==> src/rtl/radix8_digit_serializer.sv <==
// radix8_digit_serializer
// Splits four unsigned operand lanes into radix-8 digits, most-significant
// digit first, one digit per lane per accepted output beat.
//
// Handshake (both sides): a transfer happens on a rising edge where valid
// and ready are both 1. Once out_valid_o rises, the beat (digits, idx,
// first/last) stays stable until it is taken. in_ready_o depends
// combinationally on out_ready_i so that a new operand set can be loaded
// on the same edge that retires the last digit of the previous one.
//
// FSM state is visible externally: busy_o is 1 exactly in SHIFT.
module radix8_digit_serializer #(
    parameter  int OP_WIDTH   = 12,
    localparam int NUM_DIGITS = OP_WIDTH / 3,
    localparam int IDX_W      = (NUM_DIGITS > 1) ? $clog2(NUM_DIGITS) : 1
) (
    input  logic                clk_i,
    input  logic                rst_i,
    input  logic                in_valid_i,
    output logic                in_ready_o,
    input  logic [OP_WIDTH-1:0] in_0_i,
    input  logic [OP_WIDTH-1:0] in_1_i,
    input  logic [OP_WIDTH-1:0] in_2_i,
    input  logic [OP_WIDTH-1:0] in_3_i,
    output logic                out_valid_o,
    input  logic                out_ready_i,
    output logic [2:0]          digit_0_o,
    output logic [2:0]          digit_1_o,
    output logic [2:0]          digit_2_o,
    output logic [2:0]          digit_3_o,
    output logic                out_first_o,
    output logic                out_last_o,
    output logic [IDX_W-1:0]    out_idx_o,
    output logic                busy_o
);

    // Operands must split into whole digits, and need at least two of them.
    generate
        if ((OP_WIDTH % 3) != 0 || OP_WIDTH < 6) begin : g_bad_width
            $error("radix8_digit_serializer: OP_WIDTH must be a multiple of 3 and >= 6");
        end
    endgenerate

    localparam logic [IDX_W-1:0] LAST_IDX = IDX_W'(NUM_DIGITS - 1);

    typedef enum logic {
        IDLE  = 1'b0,
        SHIFT = 1'b1
    } state_t;

    state_t              state;
    logic [OP_WIDTH-1:0] sr [4];
    logic [IDX_W-1:0]    cnt;
    logic                valid_q;
    logic                first_q;
    logic                last_q;
    logic                accept;

    // Upstream may load when idle, or when the final digit is leaving now.
    always_comb begin
        in_ready_o = !rst_i && (state == IDLE || (valid_q && out_ready_i && last_q));
        accept     = in_valid_i && in_ready_o;
    end

    // Load / shift / retire the four lane shift registers and beat flags.
    always_ff @(posedge clk_i) begin
        if (rst_i) begin
            state   <= IDLE;
            cnt     <= '0;
            valid_q <= 1'b0;
            first_q <= 1'b0;
            last_q  <= 1'b0;
            for (int k = 0; k < 4; k++) sr[k] <= '0;
        end else if (accept) begin
            state   <= SHIFT;
            cnt     <= '0;
            valid_q <= 1'b1;
            first_q <= 1'b1;
            last_q  <= 1'b0;
            sr[0]   <= in_0_i;
            sr[1]   <= in_1_i;
            sr[2]   <= in_2_i;
            sr[3]   <= in_3_i;
        end else if (state == SHIFT && out_ready_i) begin
            if (cnt != LAST_IDX) begin
                cnt     <= cnt + 1'b1;
                first_q <= 1'b0;
                last_q  <= ((cnt + 1'b1) == LAST_IDX);
                for (int k = 0; k < 4; k++) sr[k] <= {sr[k][OP_WIDTH-4:0], 3'b000};
            end else begin
                // Last digit taken with no follow-on set: clear so idle digits read 0.
                state   <= IDLE;
                cnt     <= '0;
                valid_q <= 1'b0;
                first_q <= 1'b0;
                last_q  <= 1'b0;
                for (int k = 0; k < 4; k++) sr[k] <= '0;
            end
        end
    end

    // Beat outputs are straight taps of the registered state.
    always_comb begin
        digit_0_o   = sr[0][OP_WIDTH-1 -: 3];
        digit_1_o   = sr[1][OP_WIDTH-1 -: 3];
        digit_2_o   = sr[2][OP_WIDTH-1 -: 3];
        digit_3_o   = sr[3][OP_WIDTH-1 -: 3];
        out_valid_o = valid_q;
        busy_o      = (state == SHIFT);
        out_idx_o   = cnt;
        out_first_o = first_q;
        out_last_o  = last_q;
    end

endmodule

==> config.mk <==
export PLATFORM = sky130hd
export DESIGN_NAME = radix8_digit_serializer
export DESIGN_NICKNAME = d
export VERILOG_FILES = /design/src/rtl/radix8_digit_serializer.sv
export SDC_FILE = /design/constraint.sdc
export NUM_CORES = 1
export LEC_CHECK = 0
export ABC_AREA = 0
export CAP_MARGIN = 20
export CORE_UTILIZATION = 45
export DETAILED_ROUTE_END_ITERATION = 16
export GPL_TIMING_DRIVEN = 0
export PLACE_DENSITY_LB_ADDON = 0.15
export SYNTH_ARGS = -nofsm -noshare
export SYNTH_HDL_FRONTEND = slang
export SYNTH_SLANG_ARGS = --single-unit
export TNS_END_PERCENT = 10
==> constraint.sdc <==
create_clock -name clk_i -period 2 [get_ports clk_i]
set_input_delay 0.5 -clock clk_i [delete_from_list [all_inputs] [get_ports clk_i]]
set_output_delay 0.5 -clock clk_i [all_outputs]
set_load 0.03 [all_outputs]
; ---- Word level (Yosys, flattened, before mapping)
; Memories as Yosys holds them, arrays and structs flattened.
; Index checks and enable logic that the tools add are counted.
[word_totals]
ff_bits = 5
ramBits = 48
out_inout_bits = 19
wordCells = 65
memories = 1
[memory_table]
columns = name, depth, width, read_ports, rd_clocked_by_memory_dff, write_ports, line
row1 = sr, 4, 12, 4, 0, 4, 52  ; logic [OP_WIDTH-1:0] sr [4];
[op_classes]
addsub = 1
n_eq_ne = 3
muxes = 34
n_bitwise = 13
reduce_logical = 9
[ops]
columns = cell, count
row1 = 2-to-1 mux 12 bit, 12
row2 = 2-to-1 mux 1 bit, 21
row3 = bitwise OR 1 bit, 12
row4 = logical AND 1 bit, 4
row5 = inequality test 2 bit (second input constant), 2
row6 = adder 2 x 1 -> 2 bit (second input constant), 1
row7 = equality test 2 bit (second input constant), 1
row8 = 2-to-1 mux 2 bit, 1
row9 = AND reduction 2 bit, 1
row10 = nonzero test 2 bit, 1
row11 = OR reduction 2 bit, 1
row12 = zero test 1 bit, 1
row13 = logical OR 1 bit, 1
row14 = inverter 1 bit, 1

; ---- Longest topological paths before layout
; Gate-level depths: netlist (run 1).
[logic_depth]
ltp_word = 11
mapped_depth = 7
ltp_nobuf = 5

; ---- Worst setup path before layout (run 1)
; Ideal clock, no wire load.
[synth_path]
kind = reg-to-reg
startpoint = register cnt[0] (netlist: out_idx_o[0])
endpoint = memory sr[1][10]
setup_time_ns = 0.070
t_arrival_ns = 1.655
required_ns = 1.930
setup_slack_ns = 0.275
stages_incl_launch_ff = 7
period_less_slack_ns = 1.725
path_cell_list = dfxtp_1 > ha_1 > nor2b_1 > o21ai_1 > buf_2 > nand3_1 > a21oi_1
[synth_rtl]
columns = item, line
row1 = "start, declared", 53  ; logic [IDX_W-1:0] cnt;
row2 = "start signal, assigned", 86  ; cnt <= cnt + 1'b1;
row3 = "end, declared", 52

; ---- Worst setup path after layout (run 1)
[layout_path]
startpoint = register last_q (netlist: out_last_o)
endpoint = output port out_last_o
[layout_rtl]
columns = item, line
row1 = "start, declared", 56  ; logic last_q;
row2 = "start signal, assigned", 88  ; last_q <= ((cnt + 1'b1) == LAST_IDX);
row3 = "end, declared", 32  ; output logic out_last_o,
; No word-level cell between the ends.

==> results of run 1 <==
[what timing repair did]
action	CTS	global route
endpoints found under the setup margin	15	33
resized for setup	5	6
gates cloned	0	0
hold buffers	0	0
[final timing paths]
kind | startpoint | to | slack (ns)
min | sr[1][9] | sr[1][9] | 0.47
min reg2reg | sr[1][9] | sr[1][9] | 0.47
max | out_last_o | out_last_o | 0.06
max reg2reg | out_idx_o[0] | sr[1][4] | 0.28
[cell usage in the layout, fill, tap and decap left out, types with 2 or more instances in the layout]
cell                              count
sky130_fd_sc_hd__a22o_1              10
sky130_fd_sc_hd__clkbuf_1             2
sky130_fd_sc_hd__nor2_1              11
sky130_fd_sc_hd__nor2b_1              2
sky130_fd_sc_hd__a21oi_1             16
sky130_fd_sc_hd__a222oi_1            14
sky130_fd_sc_hd__ha_1                 2
sky130_fd_sc_hd__clkdlybuf4s50_1     65
sky130_fd_sc_hd__dfxtp_1             44
sky130_fd_sc_hd__nand2_1             10
sky130_fd_sc_hd__buf_4               15
sky130_fd_sc_hd__edfxtp_1             9
sky130_fd_sc_hd__inv_1               17
sky130_fd_sc_hd__buf_6                3
sky130_fd_sc_hd__clkbuf_8             5
sky130_fd_sc_hd__nand3b_1             6
sky130_fd_sc_hd__dlygate4sd2_1        2
sky130_fd_sc_hd__clkinv_2             2
sky130_fd_sc_hd__and2_1               2
sky130_fd_sc_hd__nand3_1              9
sky130_fd_sc_hd__a22oi_1             13
sky130_fd_sc_hd__a211oi_1             3
sky130_fd_sc_hd__buf_2                7
sky130_fd_sc_hd__a32oi_1              6
[layout make-up]
type	instances	area share [%]
Inverter	17	2.04
Buffer	28	6.21
Clock inverter	3	0.561
Multi-Input combinational cell	119	27.3
Clock buffer	5	2.21
Timing Repair Buffer	69	22.1
Sequential cell	53	36.9
Tap cell	67	2.69
[routing by layer]
| layer | global-route usage (%) | vias up |
|---|---|---|
| li1 | - | 944 |
| met1 | 27.2 | 897 |
| met2 | 33.9 | 59 |
| met3 | 5.25 | 6 |
| met4 | 5.23 | 0 |
| met5 | 0 | - |
[per-stage QoR]
stage	setup slack [ns]	std cells	util (%)	power [W]
2_1_floorplan	0.275	217	-	0.00151
3_3_place_gp	-0.415	353	63.5	0.00172
3_5_place_dp	-0.416	353	63.5	0.00173
4_1_cts	-0.0565	361	65.3	0.00231
5_1_grt	-0.0164	361	65.6	0.00239
6_report	0.0632	361	65.6	0.00230
[cell families after synthesis]
group           after synthesis  synth area share (%)
flops                        53                  51.3
simple gates                 48                  12.3
fa+ha+maj                     2                  1.12
compound gates               68                  23.4
buf+inv                      45                  11.5
mux                           1                 0.446
[power groups by stage]
stage	registers [W]	logic, W	clock network [W]
floorplan	0.00125	0.000260	0
global placement	0.00125	0.000470	0
detailed placement	0.00125	0.000476	0
CTS	0.00123	0.000474	0.000606
global route	0.00124	0.000513	0.000641
finish	0.00123	0.000475	0.000592
[flip-flops by register name, indices dropped and copies added, names as in the netlist]
register	flops
sr	48
out_last_o	1
out_idx_o	2
out_valid_o	1
out_first_o	1
==> results.md, run 1 <==
Worst setup path:
- The worst setup path is launched from a register.
- The cell count along the critical path is 1.
- The capturing element type of the critical path is an output port.
- The largest single stage delay on the critical path is roughly 0.7 ns.
- The critical path goes through clkdlybuf4s50_1.
- The number of buffers and inverters on the critical path is 1.
- The number of cells on the worst reg-to-reg path is 6.
- For the worst setup path, the data required time is approximately 1.5 ns.
- The critical path data arrival time is 1.44 ns.
- The cell family contributing the most delay on the critical path is buffers and inverters.
- The critical path is of the reg2out type.
- The highest-delay cell along the critical path is sky130_fd_sc_hd__clkdlybuf4s50_1.
- The biggest fanout along the worst timing path is 5.

Power:
- The fraction of power consumed by the clock network is roughly a quarter.
- IR analysis of the VDD net gives a maximum drop of 0.000435 V.
- The switching power is just over 0.0006 W.
- The switching fraction of total power is ~27%.
- Combinational logic is responsible for between 20% and 30% of the overall power.
- The internal power consumption is 0.00167 W.
- Of the total power, registers draw a little over half.
- The leakage power of the design is between 1 and 1.5 nW.
- Power spread over the standard cell area amounts to roughly 740 nW/um^2.

Layout:
- 0 antenna diodes ended up in the layout.
- Fill cells in the final layout number 432.
- The area added between synthesis and finish is 39.1%.
- In the final layout, the multi-input gates occupy ~850 um^2.
- In the final layout, flip-flops and latches occupy 1150 um^2.
- The final-stage net count is roughly 350.
- The finished cells cover 3120 um^2.
- The fraction of final layout cells with drive strength greater than 1 is approximately 16%.

Logic synthesis:
- sky130_fd_sc_hd__dfxtp_1 takes more of the synthesized area than any other cell.
- In this run the biggest area consumer among cell types represents 39.3% of the synthesized area.
- In the synthesized netlist the dominant register cell turns out to be sky130_fd_sc_hd__dfxtp_1.
- Sorting the synthesized cells by area gives the leading types as sky130_fd_sc_hd__dfxtp_1 39%, sky130_fd_sc_hd__edfxtp_1 12%, sky130_fd_sc_hd__a222oi_1 6.2%.
- Synthesis produced between 200 and 250 cells.
- The mean instance size in the synthesized netlist is 10.3 um^2.
- Counting flops and latches in the post-synthesis netlist gives 53.
- Sequential elements use 51.3% of the synthesized area.
- The net count after synthesis is 271.
- The most common cell in the synthesized netlist is sky130_fd_sc_hd__dfxtp_1.
- The combined area of all synthesized cells is 2240 um^2.
- By count the netlist is led by 44 x sky130_fd_sc_hd__dfxtp_1, 17 x sky130_fd_sc_hd__inv_1, 16 x sky130_fd_sc_hd__a21oi_1.
- The number of flops mapped to enable cells by yosys is 9.
- The async set or reset register ratio after synthesis is 0%.
- The netlist uses 34 different library cells.
- Yosys printed 0 warnings.

Drt:
- The number of optimization iterations in the first detailed-route pass is 6.
- The antenna violation net count after detailed routing is 0.
- Using the TritonRoute via totals, the vias-per-cell ratio works out to roughly 5.3.
- The count of vias placed by the detailed router is roughly 1.9k.
- The highest layer used for signal routing is met4.
- The routed design uses approximately 320 um of met3 wire.
- The detailed router finished its first iteration with approximately 170 violations.
- The routed design uses ~2500 um of met2 wire.
- The detailed-route wire length is 5170 um.
- In the final routing, the length of wire on met1 measures about 2300 um.
- The DRC violation count after routing is 0.
- Dividing the detail-routed wire length by the instance count gives around 14 um.

Timing:
- The final critical path time including I/O delays and setup is slightly below 2 ns.
- The final total negative setup slack is 0 ns.
- The number of hold violations in the final report came to 0.
- The highest clock rate is 516 MHz.
- Setup repair after global routing could not meet its margin everywhere.
- The worst-case headroom to the max-slew limit is about 67%.
- The worst slack on hold paths is between 0.4 and 0.5 ns.
- The transition time at the pin with the least slew margin is 0.489 ns.
- The setup clock skew after layout is between 0.005 and 0.006 ns.
- The final-report max-slew violation count came to 0.
- The final-report setup violation count is 0.
- The final period utilization is a little over nine tenths.

Clock tree:
- The number of clock buffers added by TritonCTS is 5.
- The maximum buffer depth of the clock tree is 2.
- After clock tree synthesis, the setup repair step added 0 buffers.
- For this design, the sink count on the clock tree is 53.
- Clock tree synthesis selected as its root buffer the cell sky130_fd_sc_hd__clkbuf_8.
- The later pin in the worst-skew pair is clocked with a latency of 0.31 ns.
- The H-tree was split into 2 levels.
- After clock tree synthesis, the clock-pin slew on the worst setup and hold paths is about 0.09 ns.
- TritonCTS built the clock tree.

Floorplan:
- The floorplan die area is about 5300 um^2.
- For this configuration, the core starts out at a cell density of roughly 47%.
- The initialized floorplan defines 25 standard-cell rows.
- From left edge to right edge, the die measures 72.6 um.
- around 70 I/O pins were placed.
- From bottom edge to top edge, the die measures 72.6 um.
- The core box area is ~4800 um^2.

Worst hold path:
- The min-delay analysis places its worst path in the category reg2reg.
- The worst hold path was traced through 2 stages.

Global route:
- The first-pass GRT wire length is 8290 um.
- The initial antenna violation count was 0.
- The pin count of the biggest net entering global routing is 17.
- The number of global-route vias before repair is 1,777.
- Summed over all layers, the global routing overflow is 0.
- In the global route stage, overall resource usage came out at approximately a fifth.

Status:
- The run finished with clean final reports.

Flow run:
- The number of maximum-capacitance constraint violations is 0.

Place:
- Summing all placed instances gives a cell area of about 3000 um^2.
- The quantity of I/O buffers inserted on ports is slightly below 70.
- The HPWL reported at the end of detailed placement is 3830 um.
- Routability-driven placement finished with a final weighted congestion of about 0.77.
No activity file was read; power rests on OpenSTA's default activity.
==> inputs of run 2 (changes only) <==
MAX_ROUTING_LAYER = met4   (was unset)
==> results.md, run 2 (synthesis results as in run 1) <==
Global route:
- The global-route total usage across every layer is 21.2% (+0.59 points).
- The initial antenna violation count is 0 (unchanged).
- The number of global-route vias before repair is 1,780 (+0.17%).
- The first-pass GRT wire length came to 8290 um (unchanged).
- The pin count of the biggest net entering global routing is 17 (unchanged).
- The overall overflow remaining after global route came to 0 (unchanged).

Timing:
- The transition time at the pin with the least slew margin was 0.490 ns (+0.000457 ns).
- The highest clock rate is 517 MHz (+0.19%).
- The setup slack after layout is 0.0668 ns (+0.00362 ns).
- The final critical path time including I/O delays and setup is 1.93 ns (-0.00362 ns).
- The final period utilization is 96.7% (-0.18 points).
- Setup repair after global routing left no endpoint under its margin.
- The final-report max-slew violation count came to 0 (unchanged).
- The setup clock skew after layout is 0.00492 ns (-0.000810 ns).
- The worst-case headroom to the max-slew limit is 67.3% (about the same).
- The final-report setup violation count came to 0 (unchanged).
- The number of hold violations in the final report is 0 (unchanged).
- The worst slack on hold paths is 0.472 ns (+0.0000490 ns).

Layout:
- The number of antenna cells inserted is 0 (unchanged).
- The fraction of final layout cells with drive strength greater than 1 is 16.8% (+1.2 points).
- The final instance area is 3160 um^2 (+1.2%).
- The library cell used most frequently in the layout, excluding fill and tap cells, is sky130_fd_sc_hd__clkdlybuf4s50_1.
- The register with the most flip-flops is sr.
- The flip-flop count of the largest register, all copies and words added is 48 (unchanged).
- The area added between synthesis and finish is 40.8%.
- The multi-input logic area came to 851 um^2 (unchanged).
- The sequential standard cell area is 1150 um^2 (unchanged).
- The final-stage net count came to 350 (+0.86%).
- The number of fill cells is 426 (-1.4%).
- The top cell types in the final layout, fill and taps aside, are 65 x sky130_fd_sc_hd__clkdlybuf4s50_1, 44 x sky130_fd_sc_hd__dfxtp_1, 17 x sky130_fd_sc_hd__buf_4.

Worst setup path:
- Walking the worst path, the cells encountered are clkdlybuf4s50_1.
- The biggest fanout along the worst timing path was 5 (unchanged).
- Broken down by cell family, the worst path's largest delay share belongs to buffers and inverters.
- The critical path data arrival time is 1.43 ns (about the same).
- The worst setup path is launched from a register.
- The delay of the slowest cell on the worst path is 0.70 ns (about the same).
- The required time at the worst-slack endpoint came to 1.50 ns (about the same).
- The number of buffers and inverters on the critical path is 1 (unchanged).
- The highest-delay cell along the critical path is sky130_fd_sc_hd__clkdlybuf4s50_1.
- STA classifies the critical path endpoint as an output port.
- The worst setup path category is reg2out.

Floorplan:
- The number of core rows is 25 (unchanged).
- The vertical extent of the die was 72.6 um (unchanged).
- The die extent in x is 72.6 um (unchanged).
- The core box area was 4750 um^2 (unchanged).
- The number of top-level pins is 71 (unchanged).
- The effective utilization at floorplan came to 47.2% (unchanged).
- The floorplan die area is 5270 um^2 (unchanged).

Drt:
- The wire length per cell is 14.4 um (+0.25%).
- The DRC violation count after routing came to 0 (unchanged).
- The number of optimization iterations in the first detailed-route pass is 7 (+1).
- The detailed-route wire length is 5230 um (+1.1%).
- The count of vias placed by the detailed router is 1,942 (+1.9%).
- The violation count after the first detailed-routing iteration is 180 (+9.1%).
- The antenna violation net count after detailed routing came to 0 (unchanged).
- The average via count per standard cell is 5.34 (+1.0%).

Status:
- The run finished with clean final reports.

Flow run:
- The number of maximum-capacitance constraint violations is 0 (unchanged).

Power:
- The register share of total power is 53.2% (-0.3 points).
- The switching fraction of total power is 27.0% (-0.043 points).
- The leakage power of the design came to 1.32 nW (+1.3%).
- The maximum vdd ir drop is 0.000434 V (-0.23%).
- The internal power consumption is 0.00169 W (+0.67%).
- The cell area power density is 731 nW/um^2 (-0.63%).
- The final total power is 0.00231 W (+0.61%).
- The switching power was 0.000625 W (+0.45%).
- The combinational share of power came to 21.3% (+0.6 points).
- The fraction of power consumed by the clock network is 25.5% (-0.3 points).

Clock tree:
- The CTS tree is yes.
- The clock sink count is 53 (unchanged).
- The latest clock arrival within the worst-skew pair is 0.31 ns (about the same).
- The number of buffers created by CTS is 5 (unchanged).
- The maximum buffer depth of the clock tree is 2 (unchanged).
- The clock root buffer is sky130_fd_sc_hd__clkbuf_8.
- The register clock-pin slew on the reported worst setup and hold paths is 0.09 ns (about the same).
- The deepest level of the CTS H-tree is 2 (unchanged).

Place:
- The quantity of I/O buffers inserted on ports is 69 (unchanged).
- The placed standard-cell area was 3020 um^2 (unchanged).
- The final weighted congestion in routability-driven placement is 0.783 (+1.3%).
- The worst slack after detailed placement was -0.416 ns (unchanged).
- The HPWL reported at the end of detailed placement was 3830 um (unchanged).

Worst hold path:
- The path class of the tightest hold or removal check is reg2reg.
run 2: changes by cell type in the layout (fill, tap and decap cells not counted):
cell / change
sky130_fd_sc_hd__inv_1: -1
sky130_fd_sc_hd__clkinvlp_4: +1
sky130_fd_sc_hd__buf_4: +2
sky130_fd_sc_hd__buf_12: +1
run 2: cell type report:
| class | count | area share, % |
|---|---|---|
| multi-input combinational | 119 | 26.9 |
| clock buffer | 5 | 2.18 |
| buffer | 28 | 6.14 |
| clock inverter | 3 | 0.554 |
| tap | 67 | 2.65 |
| inverter | 17 | 2.14 |
| sequential | 53 | 36.4 |
| timing repair buffer | 72 | 23.0 |
run 2: worst paths after layout:
check                     from         end  slack, ns  cells after the start
setup reg to reg  out_idx_o[0]    sr[1][4]       0.27                      6
setup / recovery    out_last_o  out_last_o       0.07                      1
hold reg to reg       sr[1][9]    sr[1][9]       0.47                      2
hold / removal        sr[1][9]    sr[1][9]       0.47                      2
run 2: repair_timing:
item | in CTS | in global routing
hold buffers | 0 | 0
resized for setup | 5 | 7
endpoints found under the setup margin | 15 | 34
buffers inserted | 0 | 3
run 2: per-stage QoR:
| stage | utilization [%] | instances | TNS [ns] |
|---|---|---|---|
| after floorplan | - | 217 | 0 |
| after global placement | 63.5 | 353 | -13.08 |
| after detailed placement | 63.5 | 353 | -14.38 |
| after CTS | 65.3 | 361 | -0.419 |
| after global routing | 66.4 | 364 | 0 |
| final | 66.4 | 364 | 0 |
run 2: metal layers:
layer | global-route usage (%) | part of all wire (%) | vias to the layer above
met1 | 27.2 | 44 | 925
li1 | - | - | 951
met3 | 5.11 | 6.8 | 6
met2 | 33.9 | 48 | 60
met5 | - | 0 | -
met4 | 5.23 | 0.96 | 0
run 2: power by group through the flow:
stage          clock [W]  combinational, W  sequential, W
2_1_floorplan          0          0.000260        0.00125
3_3_place_gp           0          0.000470        0.00125
3_5_place_dp           0          0.000476        0.00125
4_1_cts         0.000606          0.000474        0.00123
5_1_grt         0.000636          0.000529        0.00124
6_report        0.000589          0.000492        0.00123
run 2: worst min-delay path, cell delays in order (launching register included):
cell and delay (ns):
sky130_fd_sc_hd__dfxtp_1 0.32, sky130_fd_sc_hd__nand3_1 0.06, sky130_fd_sc_hd__a21oi_1 0.06
==> inputs of run 3 (changes only) <==
CAP_MARGIN = unset   (was 20)
CTS_CLUSTER_SIZE = 8   (was unset)
==> results of run 3 <==
No change in the layout: final DEF, timing and power equal those of run 2.
